[src/rtl/morse_stream_decoder.sv]
// morse_stream_decoder: Morse key stream to active-low 7-segment characters with a shifting history.
// Define MORSE_ERR_CHAR_EN to emit a dash glyph for invalid patterns instead of dropping them.
module morse_stream_decoder #(
    parameter int DOT_MAX    = 3,
    parameter int LETTER_GAP = 6,
    parameter int DEPTH      = 4
) (
    input  logic               clk,
    input  logic               rst_n,
    input  logic               tick,
    input  logic               key_in,
    input  logic               clear,
    output logic               char_valid,
    output logic [6:0]         char_seg,
    output logic               char_err,
    output logic [7*DEPTH-1:0] history,
    output logic               busy
);
`ifdef MORSE_ERR_CHAR_EN
    localparam logic ERR_EN = 1'b1;
`else
    localparam logic ERR_EN = 1'b0;
`endif
    localparam int PW = $clog2(DOT_MAX + 2);
    localparam int GW = $clog2(LETTER_GAP + 1);
    localparam logic [6:0] ERR_SEG = 7'b0111111;

    typedef enum logic [1:0] {IDLE, PRESS, GAP, EMIT} state_t;

    state_t             state_q, state_d;
    logic [PW-1:0]      press_q, press_d;
    logic [GW-1:0]      gap_q, gap_d;
    logic [2:0]         len_q, len_d;
    logic [4:0]         pat_q, pat_d;
    logic               ovf_q, ovf_d;
    logic               valid_q, valid_d;
    logic [6:0]         seg_q, seg_d;
    logic               err_q, err_d;
    logic [7*DEPTH-1:0] hist_q, hist_d;
    logic [6:0]         code, out_seg;
    logic               known, inv;

    // Siekoo glyphs, segment order {g,f,e,d,c,b,a}; element k of the character sits in pattern bit k
    always_comb begin
        code  = 7'h7f;
        known = 1'b1;
        case ({len_q, pat_q})
            {3'd1, 5'b00000}: code = ~7'h79;
            {3'd1, 5'b00001}: code = ~7'h78;
            {3'd2, 5'b00000}: code = ~7'h30;
            {3'd2, 5'b00010}: code = ~7'h77;
            {3'd2, 5'b00001}: code = ~7'h54;
            {3'd2, 5'b00011}: code = ~7'h55;
            {3'd3, 5'b00000}: code = ~7'h2d;
            {3'd3, 5'b00100}: code = ~7'h1c;
            {3'd3, 5'b00010}: code = ~7'h50;
            {3'd3, 5'b00110}: code = ~7'h2a;
            {3'd3, 5'b00001}: code = ~7'h5e;
            {3'd3, 5'b00101}: code = ~7'h75;
            {3'd3, 5'b00011}: code = ~7'h3d;
            {3'd3, 5'b00111}: code = ~7'h5c;
            {3'd4, 5'b00000}: code = ~7'h74;
            {3'd4, 5'b01000}: code = ~7'h3e;
            {3'd4, 5'b00100}: code = ~7'h71;
            {3'd4, 5'b00010}: code = ~7'h38;
            {3'd4, 5'b00110}: code = ~7'h73;
            {3'd4, 5'b01110}: code = ~7'h0e;
            {3'd4, 5'b00001}: code = ~7'h7c;
            {3'd4, 5'b01001}: code = ~7'h76;
            {3'd4, 5'b00101}: code = ~7'h58;
            {3'd4, 5'b01101}: code = ~7'h6e;
            {3'd4, 5'b00011}: code = ~7'h1b;
            {3'd4, 5'b01011}: code = ~7'h67;
            {3'd5, 5'b11111}: code = ~7'h3f;
            {3'd5, 5'b11110}: code = ~7'h06;
            {3'd5, 5'b11100}: code = ~7'h5b;
            {3'd5, 5'b11000}: code = ~7'h4f;
            {3'd5, 5'b10000}: code = ~7'h66;
            {3'd5, 5'b00000}: code = ~7'h6d;
            {3'd5, 5'b00001}: code = ~7'h7d;
            {3'd5, 5'b00011}: code = ~7'h07;
            {3'd5, 5'b00111}: code = ~7'h7f;
            {3'd5, 5'b01111}: code = ~7'h6f;
            default:          known = 1'b0;
        endcase
    end

    assign inv     = ovf_q | ~known;
    assign out_seg = inv ? ERR_SEG : code;

    always_comb begin
        state_d = state_q;
        press_d = press_q;
        gap_d   = gap_q;
        len_d   = len_q;
        pat_d   = pat_q;
        ovf_d   = ovf_q;
        valid_d = 1'b0;
        seg_d   = seg_q;
        err_d   = err_q;
        hist_d  = hist_q;
        case (state_q)
            IDLE: begin
                if (key_in) begin
                    state_d = PRESS;
                    press_d = '0;
                end
            end
            PRESS: begin
                if (!key_in) begin
                    state_d = GAP;
                    gap_d   = '0;
                    if (len_q == 3'd5) ovf_d = 1'b1;
                    else begin
                        pat_d[len_q] = press_q > PW'(DOT_MAX);
                        len_d        = len_q + 3'd1;
                    end
                end else if (tick && press_q != PW'(DOT_MAX + 1)) press_d = press_q + 1'b1;
            end
            GAP: begin
                if (key_in) begin
                    state_d = PRESS;
                    press_d = '0;
                end else if (tick) begin
                    gap_d = gap_q + 1'b1;
                    if (gap_q == GW'(LETTER_GAP - 1)) state_d = EMIT;
                end
            end
            EMIT: begin
                state_d = IDLE;
                len_d   = '0;
                pat_d   = '0;
                ovf_d   = 1'b0;
                if (!inv || ERR_EN) begin
                    valid_d = 1'b1;
                    seg_d   = out_seg;
                    err_d   = inv & ERR_EN;
                    hist_d  = (7*DEPTH)'({hist_q, out_seg});
                end
            end
        endcase
        if (clear) begin
            state_d = IDLE;
            press_d = '0;
            gap_d   = '0;
            len_d   = '0;
            pat_d   = '0;
            ovf_d   = 1'b0;
            valid_d = 1'b0;
            seg_d   = seg_q;
            err_d   = err_q;
            hist_d  = '1;
        end
    end

    always_ff @(posedge clk or negedge rst_n) begin
        if (!rst_n) begin
            state_q <= IDLE;
            press_q <= '0;
            gap_q   <= '0;
            len_q   <= '0;
            pat_q   <= '0;
            ovf_q   <= 1'b0;
            valid_q <= 1'b0;
            seg_q   <= 7'h7f;
            err_q   <= 1'b0;
            hist_q  <= '1;
        end else begin
            state_q <= state_d;
            press_q <= press_d;
            gap_q   <= gap_d;
            len_q   <= len_d;
            pat_q   <= pat_d;
            ovf_q   <= ovf_d;
            valid_q <= valid_d;
            seg_q   <= seg_d;
            err_q   <= err_d;
            hist_q  <= hist_d;
        end
    end

    assign char_valid = valid_q;
    assign char_seg   = seg_q;
    assign char_err   = err_q;
    assign history    = hist_q;
    assign busy       = state_q != IDLE;
endmodule

[config.mk]
export PLATFORM = sky130hd
export DESIGN_NAME = morse_stream_decoder
export DESIGN_NICKNAME = d
export VERILOG_FILES = /design/src/rtl/morse_stream_decoder.sv
export SDC_FILE = /design/constraint.sdc
export NUM_CORES = 1
export LEC_CHECK = 0
export ABC_AREA = 1
export BUFFER_PORTS_ARGS = -buffer_cell sky130_fd_sc_hd__buf_2
export CAP_MARGIN = 20
export CORE_MARGIN = 2
export CORE_UTILIZATION = 50
export DETAILED_ROUTE_END_ITERATION = 8
export GPL_ROUTABILITY_DRIVEN = 0
export PLACE_DENSITY_LB_ADDON = 0.2
export RECOVER_POWER = 50
export SLEW_MARGIN = 15
export SYNTH_ARGS = -nofsm -noshare
export SYNTH_HDL_FRONTEND = slang
export SYNTH_SLANG_ARGS = --single-unit
[constraint.sdc]
create_clock -name clk -period 3.8 [get_ports clk]
set_input_delay 0.38 -clock clk [delete_from_list [all_inputs] [get_ports clk]]
set_output_delay 0.38 -clock clk [all_outputs]
set_load 0.1 [all_outputs]
==> results_dict.tcl, run 1 <==
set metrics [dict create \
    cts_made_buffers 5 \
    crit_path_max_fanout 29 \
    final_cell_mix "140 x nand2_1, 61 x nand3_1, 58 x nor2_1" \
    grt_max_degree 33 \
    hold_depth 3 \
    diodes 0 \
    synthCells 484 \
    end_kind "flip-flop" \
    place_hpwl_mm 5.86 \
    ff2ff_setup_slack_ns 1.46 \
    layout_commonest_cell "nand2_1" \
    synth.area.top_cells "dfstp_2 27%, nand2_1 15%, dfrtp_1 13%, nand3_1 8.9%, nor2_1 6.4%" \
    num_rows 30 \
    start_kind "flip-flop" \
    synth.top_cell.area_share_pct 26.9 \
    r2r_end "history[6]$_DFFE_PN1P_" \
    final_util_pct 55.4 \
    worstMarginPinSlew_ns 1.72 \
    hold_violations 0 \
    rr_worst_depth 12 \
    drv_slew 33 \
    wl_per_cell_um 13.1 \
    fin_crit_sh_pct 61.6 \
    grt_antenna_before_repair 0 \
    failed_checks "max-capacitance violations, max-slew violations" \
    power_frac_comb_pct 58.8 \
    leakagePower_nw 1.92 \
    status "finished with violations" \
    cap_viol_max_count 1 \
    worstHoldEndpoint "state_q[0]$_DFFE_PN0P_" \
    seqPwrFrac_pct 30.3 \
    vias 3278 \
    vdd_drop_max_uv 299 \
    hp-class "input pin to flip-flop" \
    hp-start "key_in" \
    vias_per_cell 5.45 \
    routed_wl_mm 7.91 \
    finalSetupTns_ns 0 \
    ys_seq_area_share_pct 40.1 \
    numPortBuffers 41 \
    p_switching_mw 1.71 \
    root_buffer "clkbuf_8" \
    drc 0 \
    layout.nets 533 \
    coreArea_mm2 0.00672 \
    cts_tree "yes" \
    ant_nets 0 \
    clkPwrFrac_pct 10.8 \
    area_growth_syn_to_layout_pct 8.82 \
    post_cts_buffers 0 \
    die_h_um 86.7 \
    cts_resized 0 \
    initial_core_util_pct 50.9 \
    die_area_mm2 0.00751 \
    layout-drive-gt1-share_pct 22.4 \
    timing.hold.ws_ns 0.361 \
    fin_crit_ns 2.34 \
    setup_violations 0 \
    io_pins 43 \
    die_w_um 86.7 \
    critical_path_required_ns 4.04 \
    p_int_mw 1.25 \
    first_iter_violations 339 \
    clock-sinks 53 \
    first_global_vias 3006 \
    synth.avg_cell_area_um2 7.06 \
    timing.rr.start "pat_q[0]$_DFFE_PN0P_" \
    ys_ff_latch 53 \
    cts.path.max_buffers 2 \
    grt_pass1_wl_mm 13.2 \
    rsz0062_at_grt "no" \
    synthesis.area_mm2 0.00342 \
    synth_top_area_cell "dfstp_2" \
    yosysWarnings 0 \
    grt_use_total_pct 21.4 \
    slew_headroom_pct -14.5 \
    synth_nets 496 \
    critPathArrivalTime_ns 2.58 \
    worstSetupPathType "flip-flop to flip-flop" \
    clock_latency_ns 0.30 \
    clk_pin_slew_ns 0.10 \
    first_pass_iters 5 \
    grt_overflow 0 \
    p_sw_share_pct 57.8 \
    synthDistinctLibCells 31 \
    h-tree-depth 2 \
    hold_buffers 0 \
    power.density_mw_per_mm2 796 \
    max_freq_mhz 427 \
    clock_skew_ns 0.00922 \
]
per-stage QoR:
step | instances | power (mW) | cell area, um2 | worst slack, ns
2_1_floorplan | 484 | 2.40 | 3420 | 2.06
3_3_place_gp | 594 | 2.64 | 3650 | 1.54
3_5_place_dp | 594 | 2.65 | 3650 | 1.53
4_1_cts | 602 | 2.97 | 3740 | 1.50
5_1_grt | 602 | 3.15 | 3720 | 1.06
6_report | 602 | 2.96 | 3720 | 1.46
cell usage after synthesis:
cell / n
nand2_4: 3
nand3_4: 1
mux2i_1: 2
conb_1: 1
o21ai_2: 1
clkinv_1: 1
dfrtp_1: 18
nor3_1: 2
dfstp_2: 35
o21ai_1: 2
or2_2: 22
buf_4: 3
nand3_1: 61
buf_6: 3
clkbuf_1: 4
o22ai_1: 3
nand2_2: 7
inv_1: 43
buf_2: 3
nand4_1: 15
nand2_1: 140
a211oi_1: 1
xor2_1: 1
nor2_2: 8
nor2b_1: 1
ha_1: 7
nor2_1: 58
o21ai_0: 12
nor2_4: 1
inv_2: 5
a21oi_1: 20
logic make-up (layout without fill, tap and decap cells):
kind of cell | count (synthesis) | after routing | synth area share [%]
AND/OR/NAND/NOR | 319 | 319 | 42.5
buffers and inverters | 62 | 100 | 7.91
flip-flops | 53 | 53 | 40.1
AO/OA/AOI/OAI | 39 | 39 | 6.00
adder cells (fa/ha/maj) | 7 | 7 | 2.56
multiplexers | 2 | 2 | 0.586
other | 1 | 1 | 0.110
XOR/XNOR | 1 | 1 | 0.256
power groups by stage:
stage               clock network (mW)  logic, mW  registers, mW
floorplan                            0      0.736           1.66
global placement                     0       1.74          0.905
detailed placement                   0       1.75          0.906
CTS                              0.326       1.75          0.897
global route                     0.346       1.89          0.921
finish                           0.321       1.74          0.898
critical path: stages, from the launching register on:
cell	delay, ns
dfrtp_1	0.44
inv_1	0.09
nor2_1	0.37
nand2_1	0.18
nand2_1	0.11
a21oi_1	0.07
nand2_1	0.07
nor2_1	0.06
nand3_4	0.17
nand2_4	0.23
nand2_4	0.31
nand2_1	0.10
nand2_1	0.08
sequential cells by signal (all words and copies together) (netlist names):
name and cells:
history 28, char_seg 7, pat_q 5, gap_q 3
len_q 3, press_q 3, state_q 2, char_valid 1
ovf_q 1
routing by layer:
metal | track usage (%) | share of wire [%] | vias up
met5 | 0 | 0 | -
met4 | 6.25 | 2.3 | 0
met3 | 3.90 | 6.8 | 24
met2 | 34.5 | 45 | 145
met1 | 29.6 | 46 | 1486
li1 | - | - | 1623
final cells by class:
| class | instances | area, um2 |
|---|---|---|
| fillers | 662 | 3000 |
| clock inverters | 3 | 22.5 |
| well taps | 80 | 100 |
| flip-flops and latches | 53 | 1370 |
| multi-input cells | 369 | 1780 |
| inverters | 49 | 184 |
| clock buffers | 5 | 68.8 |
| repair buffers | 43 | 196 |
how the worst max path moves through the flow:
| stage | startpoint | endpoint | slack, ns | cells past startpoint |
|---|---|---|---|---|
| 6_report | pat_q[0]$_DFFE_PN0P_ | history[6]$_DFFE_PN1P_ | 1.46 | 12 |
| 5_1_grt | rst_n | press_q[1]$_DFFE_PN0P_ | 1.06 | 2 |
| 4_1_cts | pat_q[0]$_DFFE_PN0P_ | history[6]$_DFFE_PN1P_ | 1.50 | 12 |
| 3_5_place_dp | pat_q[0]$_DFFE_PN0P_ | history[6]$_DFFE_PN1P_ | 1.53 | 12 |
| 3_3_place_gp | pat_q[1]$_DFFE_PN0P_ | history[4]$_DFFE_PN1P_ | 1.54 | 12 |
| 2_1_floorplan | pat_q[1]$_DFFE_PN0P_ | history[0]$_DFFE_PN1P_ | 2.06 | 13 |
No activity file was read; power rests on OpenSTA's default activity.
==> run 2: changes to the inputs <==
Settings changed: ABC_AREA 1 to 0.
Clock period 3.8 ns to 2.17 ns, I/O delays scaled along.
==> results_dict.tcl, run 2 <==
set metrics [dict create \
    ant_nets 0 \
    critical_path_required_ns 2.40 \
    cts_tree "yes" \
    worst_slack_ns -0.199 \
    yosysWarnings 0 \
    area_growth_syn_to_layout_pct 30.9 \
    layout_commonest_cell "buf_4" \
    cp_num_buf_inv 1 \
    cap_viol_max_count 0 \
    critPathArrivalTime_ns 2.60 \
    die_h_um 84.9 \
    layout.nets 460 \
    grt_overflow 0 \
    clk_pin_slew_ns 0.10 \
    final_cell_mix "67 x buf_4, 45 x nor2_1, 40 x buf_2" \
    vdd_drop_max_uv 423 \
    synth_flop_cell "dfstp_2" \
    initial_core_util_pct 51.5 \
    failed_checks "negative setup slack" \
    timing.hold.ws_ns 0.176 \
    cts_made_buffers 5 \
    leakagePower_nw 1.92 \
    timing.rr.start "len_q[0]$_DFFE_PN0P_" \
    endpoint "history[11]$_DFFE_PN1P_" \
    first_pass_iters 5 \
    layout-drive-gt1-share_pct 42.1 \
    cp-startpoint "len_q[0]$_DFFE_PN0P_" \
    synth_nets 367 \
    status "finished with violations" \
    h-tree-depth 2 \
    synthDistinctLibCells 62 \
    dr.max_layer_used "met4" \
    first_global_vias 2881 \
    synth_top_area_cell "dfstp_2" \
    cp.depth 7 \
    io_pins 43 \
    rsz0062_at_grt "yes" \
    hold_depth 2 \
    num_rows 29 \
    r2r_end "history[11]$_DFFE_PN1P_" \
    end_kind "flip-flop" \
    cpPeakStageDelay_ns 0.56 \
    routed_wl_mm 8.11 \
    place_hpwl_mm 5.98 \
    synthCells 355 \
    synthesis.area_mm2 0.00327 \
    crit_slowest_cell "or4b_4" \
    synth.avg_cell_area_um2 9.21 \
    finalSetupTns_ns -5.19 \
    coreArea_mm2 0.00635 \
    power.density_mw_per_mm2 554 \
    grt_use_total_pct 22.6 \
    largest_register_ffs 28 \
    grt_antenna_before_repair 0 \
    synth_edf_count 0 \
    dr_wl_met3_um 396 \
    hp-class "input pin to flip-flop" \
    ys_seq_area_share_pct 41.9 \
    worstMarginPinSlew_ns 1.19 \
    power.total_mw 2.37 \
    clock-sinks 53 \
    wl_met2_mm 3.91 \
    die_area_mm2 0.00720 \
    drc 0 \
    ys_ff_latch 53 \
    start_kind "flip-flop" \
    max_freq_mhz 422 \
    first_iter_violations 192 \
    met1_length_mm 3.64 \
    setup_violations 35 \
    yosysMostFrequentCell "nor2_1" \
    ff2ff_setup_slack_ns -0.20 \
    grt_max_degree 50 \
    wl_per_cell_um 15.4 \
    diodes 0 \
    cts.path.max_buffers 2 \
    synth.top_cell.area_share_pct 28.1 \
    vias 2974 \
    root_buffer "clkbuf_8" \
    rr_worst_depth 7 \
    drv_slew 0 \
    vias_per_cell 5.65 \
    clock_latency_ns 0.31 \
    fin_crit_ns 2.37 \
    fin_crit_sh_pct 109 \
    slew_headroom_pct 20.8 \
    cp_cell_sequence "or4b_4, or3_4, a31oi_4, nor4b_4, a211o_4, clkbuf_16, mux2i_1" \
    postPlaceCellArea_mm2 0.00399 \
    final_area_mm2 0.00428 \
    clock_skew_ns 0.0121 \
    crit_path_max_fanout 10 \
    grt_pass1_wl_mm 13.3 \
    cp_top_family "simple AND/OR/NAND/NOR gates" \
    synth_commonest_cells "46 x nor2_1, 35 x dfstp_2, 33 x mux2i_1, 28 x nand2_1, 18 x dfrtp_1" \
    synth.area.top_cells "dfstp_2 28%, dfrtp_1 14%, mux2i_1 10%, nor2_1 5.3%, nand2_1 3.2%" \
    hold_violations 0 \
    ys_async_sr_fraction_pct 100 \
    die_w_um 84.9 \
    numPortBuffers 41 \
    worstSetupPathType "flip-flop to flip-flop" \
]
## run 2: timing repair
item / 4_1_cts / 5_1_grt
hold buffers: 1 / 0
setup endpoints to repair: 36 / 36
resized for setup: 8 / 25
setup buffers: 1 / 2
pin swaps: 0 / 3
hold endpoints to repair: 21 / 0
gates cloned: 0 / 1
## run 2: worst min-delay path by stage
stage / to / slack, ns / start
floorplan: char_valid$_DFF_PN0_ / -0.08 / rst_n
global placement: char_valid$_DFF_PN0_ / 0.04 / rst_n
detailed placement: char_valid$_DFF_PN0_ / 0.04 / rst_n
CTS: state_q[1]$_DFFE_PN0P_ / 0.16 / key_in
global route: state_q[1]$_DFFE_PN0P_ / 0.18 / key_in
finish: state_q[1]$_DFFE_PN0P_ / 0.18 / key_in
## run 2: logic make-up (layout without fill, tap and decap cells)
group           count (synthesis)  count (layout)  share of synthesized area, %
fa+ha+maj                       7               7                          2.68
mux                            35              35                          10.8
other cells                     1               1                         0.115
xor+xnor                        6               6                          1.61
buf+inv                        45             139                          6.20
simple gates                  141             141                          23.0
compound gates                 67              67                          13.7
flops                          53              53                          41.9
## run 2: layout make-up
class / instances / area, um2
clock buffers: 5 / 68.8
clock inverters: 3 / 25.0
fillers: 530 / 2070
inverters: 16 / 60.1
multi-input cells: 257 / 1850
flip-flops and latches: 53 / 1380
well taps: 77 / 96.3
repair buffers: 115 / 802
## run 2: power breakdown
group,switching [mW],total (mW),internal (mW)
clock,0.337,0.574,0.236
sequential,0.0258,1.08,1.05
combinational,0.495,0.716,0.222
total,0.858,2.37,1.51
## run 2: per-stage QoR
stage                     worst slack, ns  util, %  std cells
after floorplan                    -0.138        -        355
after detailed placement           -0.262     62.8        513
after global routing               -0.256     67.4        526
after global placement             -0.202     62.8        513
after CTS                          -0.178     65.3        523
final                              -0.199     67.4        526
## run 2: metal layers
layer | vias up | global-route usage (%)
li1 | 1442 | -
met1 | 1426 | 30.7
met2 | 88 | 37.7
met3 | 18 | 3.99
met4 | 0 | 6.06
met5 | - | 0
==> run 3: changes to the inputs <==
Settings changed: ABC_AREA 0 to 1.
==> results_dict.tcl, run 3 (synthesis gave the netlist of run 1 again) <==
set metrics [dict create \
    layout-drive-gt1-share_pct 27.3 \
    clkPwrFrac_pct 11.1 \
    seqPwrFrac_pct 29.9 \
    root_buffer "clkbuf_8" \
    hold_violations 0 \
    p_sw_share_pct 57.3 \
    postPlaceCellArea_mm2 0.00371 \
    clock-sinks 53 \
    layout_commonest_cell "nand2_1" \
    end_kind "flip-flop" \
    final_util_pct 56.8 \
    cts_tree "yes" \
    cp_cell_sequence "inv_1, nand2_2, nor2_2, nand2_1, nand2_1, nor2_1, nand2_1, nor2_1, nand3_4, nand2_4, nand2_4, nand2_1, nand2_1" \
    h-tree-depth 2 \
    p_int_mw 2.26 \
    cpMostUsedCell "nand2_1" \
    first_pass_iters 5 \
    clock_latency_ns 0.32 \
    final_area_mm2 0.00382 \
    slew_headroom_pct 4.57 \
    cpPeakStageDelay_ns 0.46 \
    die_area_mm2 0.00751 \
    io_pins 43 \
    diodes 0 \
    die_h_um 86.7 \
    cts.path.max_buffers 2 \
    cts_made_buffers 5 \
    place_hpwl_mm 6.16 \
    p_switching_mw 3.04 \
    coreArea_mm2 0.00672 \
    nFillCells 636 \
    grt_antenna_before_repair 0 \
    wl_per_cell_um 13.2 \
    grt_max_degree 29 \
    fin_crit_ns 2.04 \
    first_iter_violations 433 \
    crit_slowest_cell "dfrtp_2" \
    fin_crit_sh_pct 93.8 \
    rsz0062_at_grt "yes" \
    worstSetupPathType "flip-flop to flip-flop" \
    max_freq_mhz 491 \
    area_growth_syn_to_layout_pct 11.7 \
    grt_overflow 0 \
    numPortBuffers 41 \
    final_cell_mix "139 x nand2_1, 61 x nand3_1, 58 x nor2_1" \
    status "finished, final reports clean" \
    die_w_um 86.7 \
    vias_per_cell 5.41 \
    setup_violations 0 \
    drv_slew 0 \
    clk_pin_slew_ns 0.11 \
    worstMarginPinSlew_ns 1.43 \
    ff2ff_setup_slack_ns 0.13 \
    clock_skew_ns 0.0168 \
    leakagePower_nw 2.01 \
    vias 3305 \
    power_frac_comb_pct 59.0 \
    vdd_drop_max_uv 582 \
    hp-class "input pin to flip-flop" \
    first_global_vias 3079 \
    grt_pass1_wl_mm 13.7 \
    power.density_mw_per_mm2 1390 \
    ant_nets 0 \
    routed_wl_mm 8.05 \
    largest_register_ffs 28 \
    critPathArrivalTime_ns 2.31 \
    drc 0 \
    grt_use_total_pct 22.5 \
    num_rows 30 \
    initial_core_util_pct 50.9 \
    post_cts_buffers 0 \
    start_kind "flip-flop" \
    cap_viol_max_count 0 \
    crit_path_max_fanout 28 \
    layout.nets 542 \
    critical_path_required_ns 2.44 \
]
==> run 3: worst paths after layout <==
kind                                    startpoint                      end  cells after the start
setup reg to reg              len_q[1]$_DFFE_PN0P_  history[24]$_DFFE_PN1P_                     13
hold / removal                              key_in   state_q[0]$_DFFE_PN0P_                      3
min in group asynchronous                    rst_n     char_valid$_DFF_PN0_                      2
max in group asynchronous                    rst_n   history[3]$_DFFE_PN1P_                      3
setup / recovery              len_q[1]$_DFFE_PN0P_  history[24]$_DFFE_PN1P_                     13
hold reg to reg            char_seg[0]$_DFFE_PN1P_  char_seg[0]$_DFFE_PN1P_                      2
==> run 3: per-layer routing <==
layer / part of all wire [%] / up-vias / wire length (um) / GRT usage [%]
met3: 5.1 / 26 / 412 / 3.24
met1: 45 / 1522 / 3620 / 31.4
met5: 0 / - / 0 / 0
met4: 2.9 / 0 / 234 / 7.24
li1: - / 1636 / - / -
met2: 47 / 121 / 3780 / 36.1
==> run 3: worst max-delay path: cells and delay by family, from the launching register on <==
kind	cells	cell delay [ns]
simple gates	12	1.37
buf+inv	1	0.14
flops	1	0.46
==> run 3: power groups by stage <==
stage | combinational, mW | sequential, mW | clock, mW
global route | 3.37 | 1.63 | 0.638
floorplan | 1.29 | 2.91 | 0
finish | 3.13 | 1.58 | 0.587
CTS | 3.12 | 1.58 | 0.604
detailed placement | 3.12 | 1.59 | 0
global placement | 3.09 | 1.58 | 0
==> run 3: final cells by class <==
class                      count  area [um2]  share of cell area, %
clock buffer                   5        68.8                   1.80
multi-input combinational    369        1780                   46.6
inverter                      49         184                   4.82
tap                           80         100                   2.62
timing repair buffer          52         285                   7.47
sequential                    53        1380                   36.0
clock inverter                 3        23.8                  0.623
==> run 3: timing repair <==
action / 4_1_cts / 5_1_grt
endpoints found under the hold margin: 7 / 0
hold buffers: 1 / 0
setup endpoints to repair: 0 / 35
gates resized for setup: 0 / 5
==> run 3: through the flow <==
step	hold slack (ns)	power (mW)	setup slack, ns	setup TNS (ns)	cells
after floorplan	-0.0786	4.20	0.433	0	484
after global placement	0.257	4.68	0.203	0	602
after detailed placement	0.257	4.71	0.169	0	602
after CTS	0.181	5.30	0.134	0	611
after global routing	0.208	5.64	-0.0601	-1.30	611
final	0.190	5.30	0.134	0	611
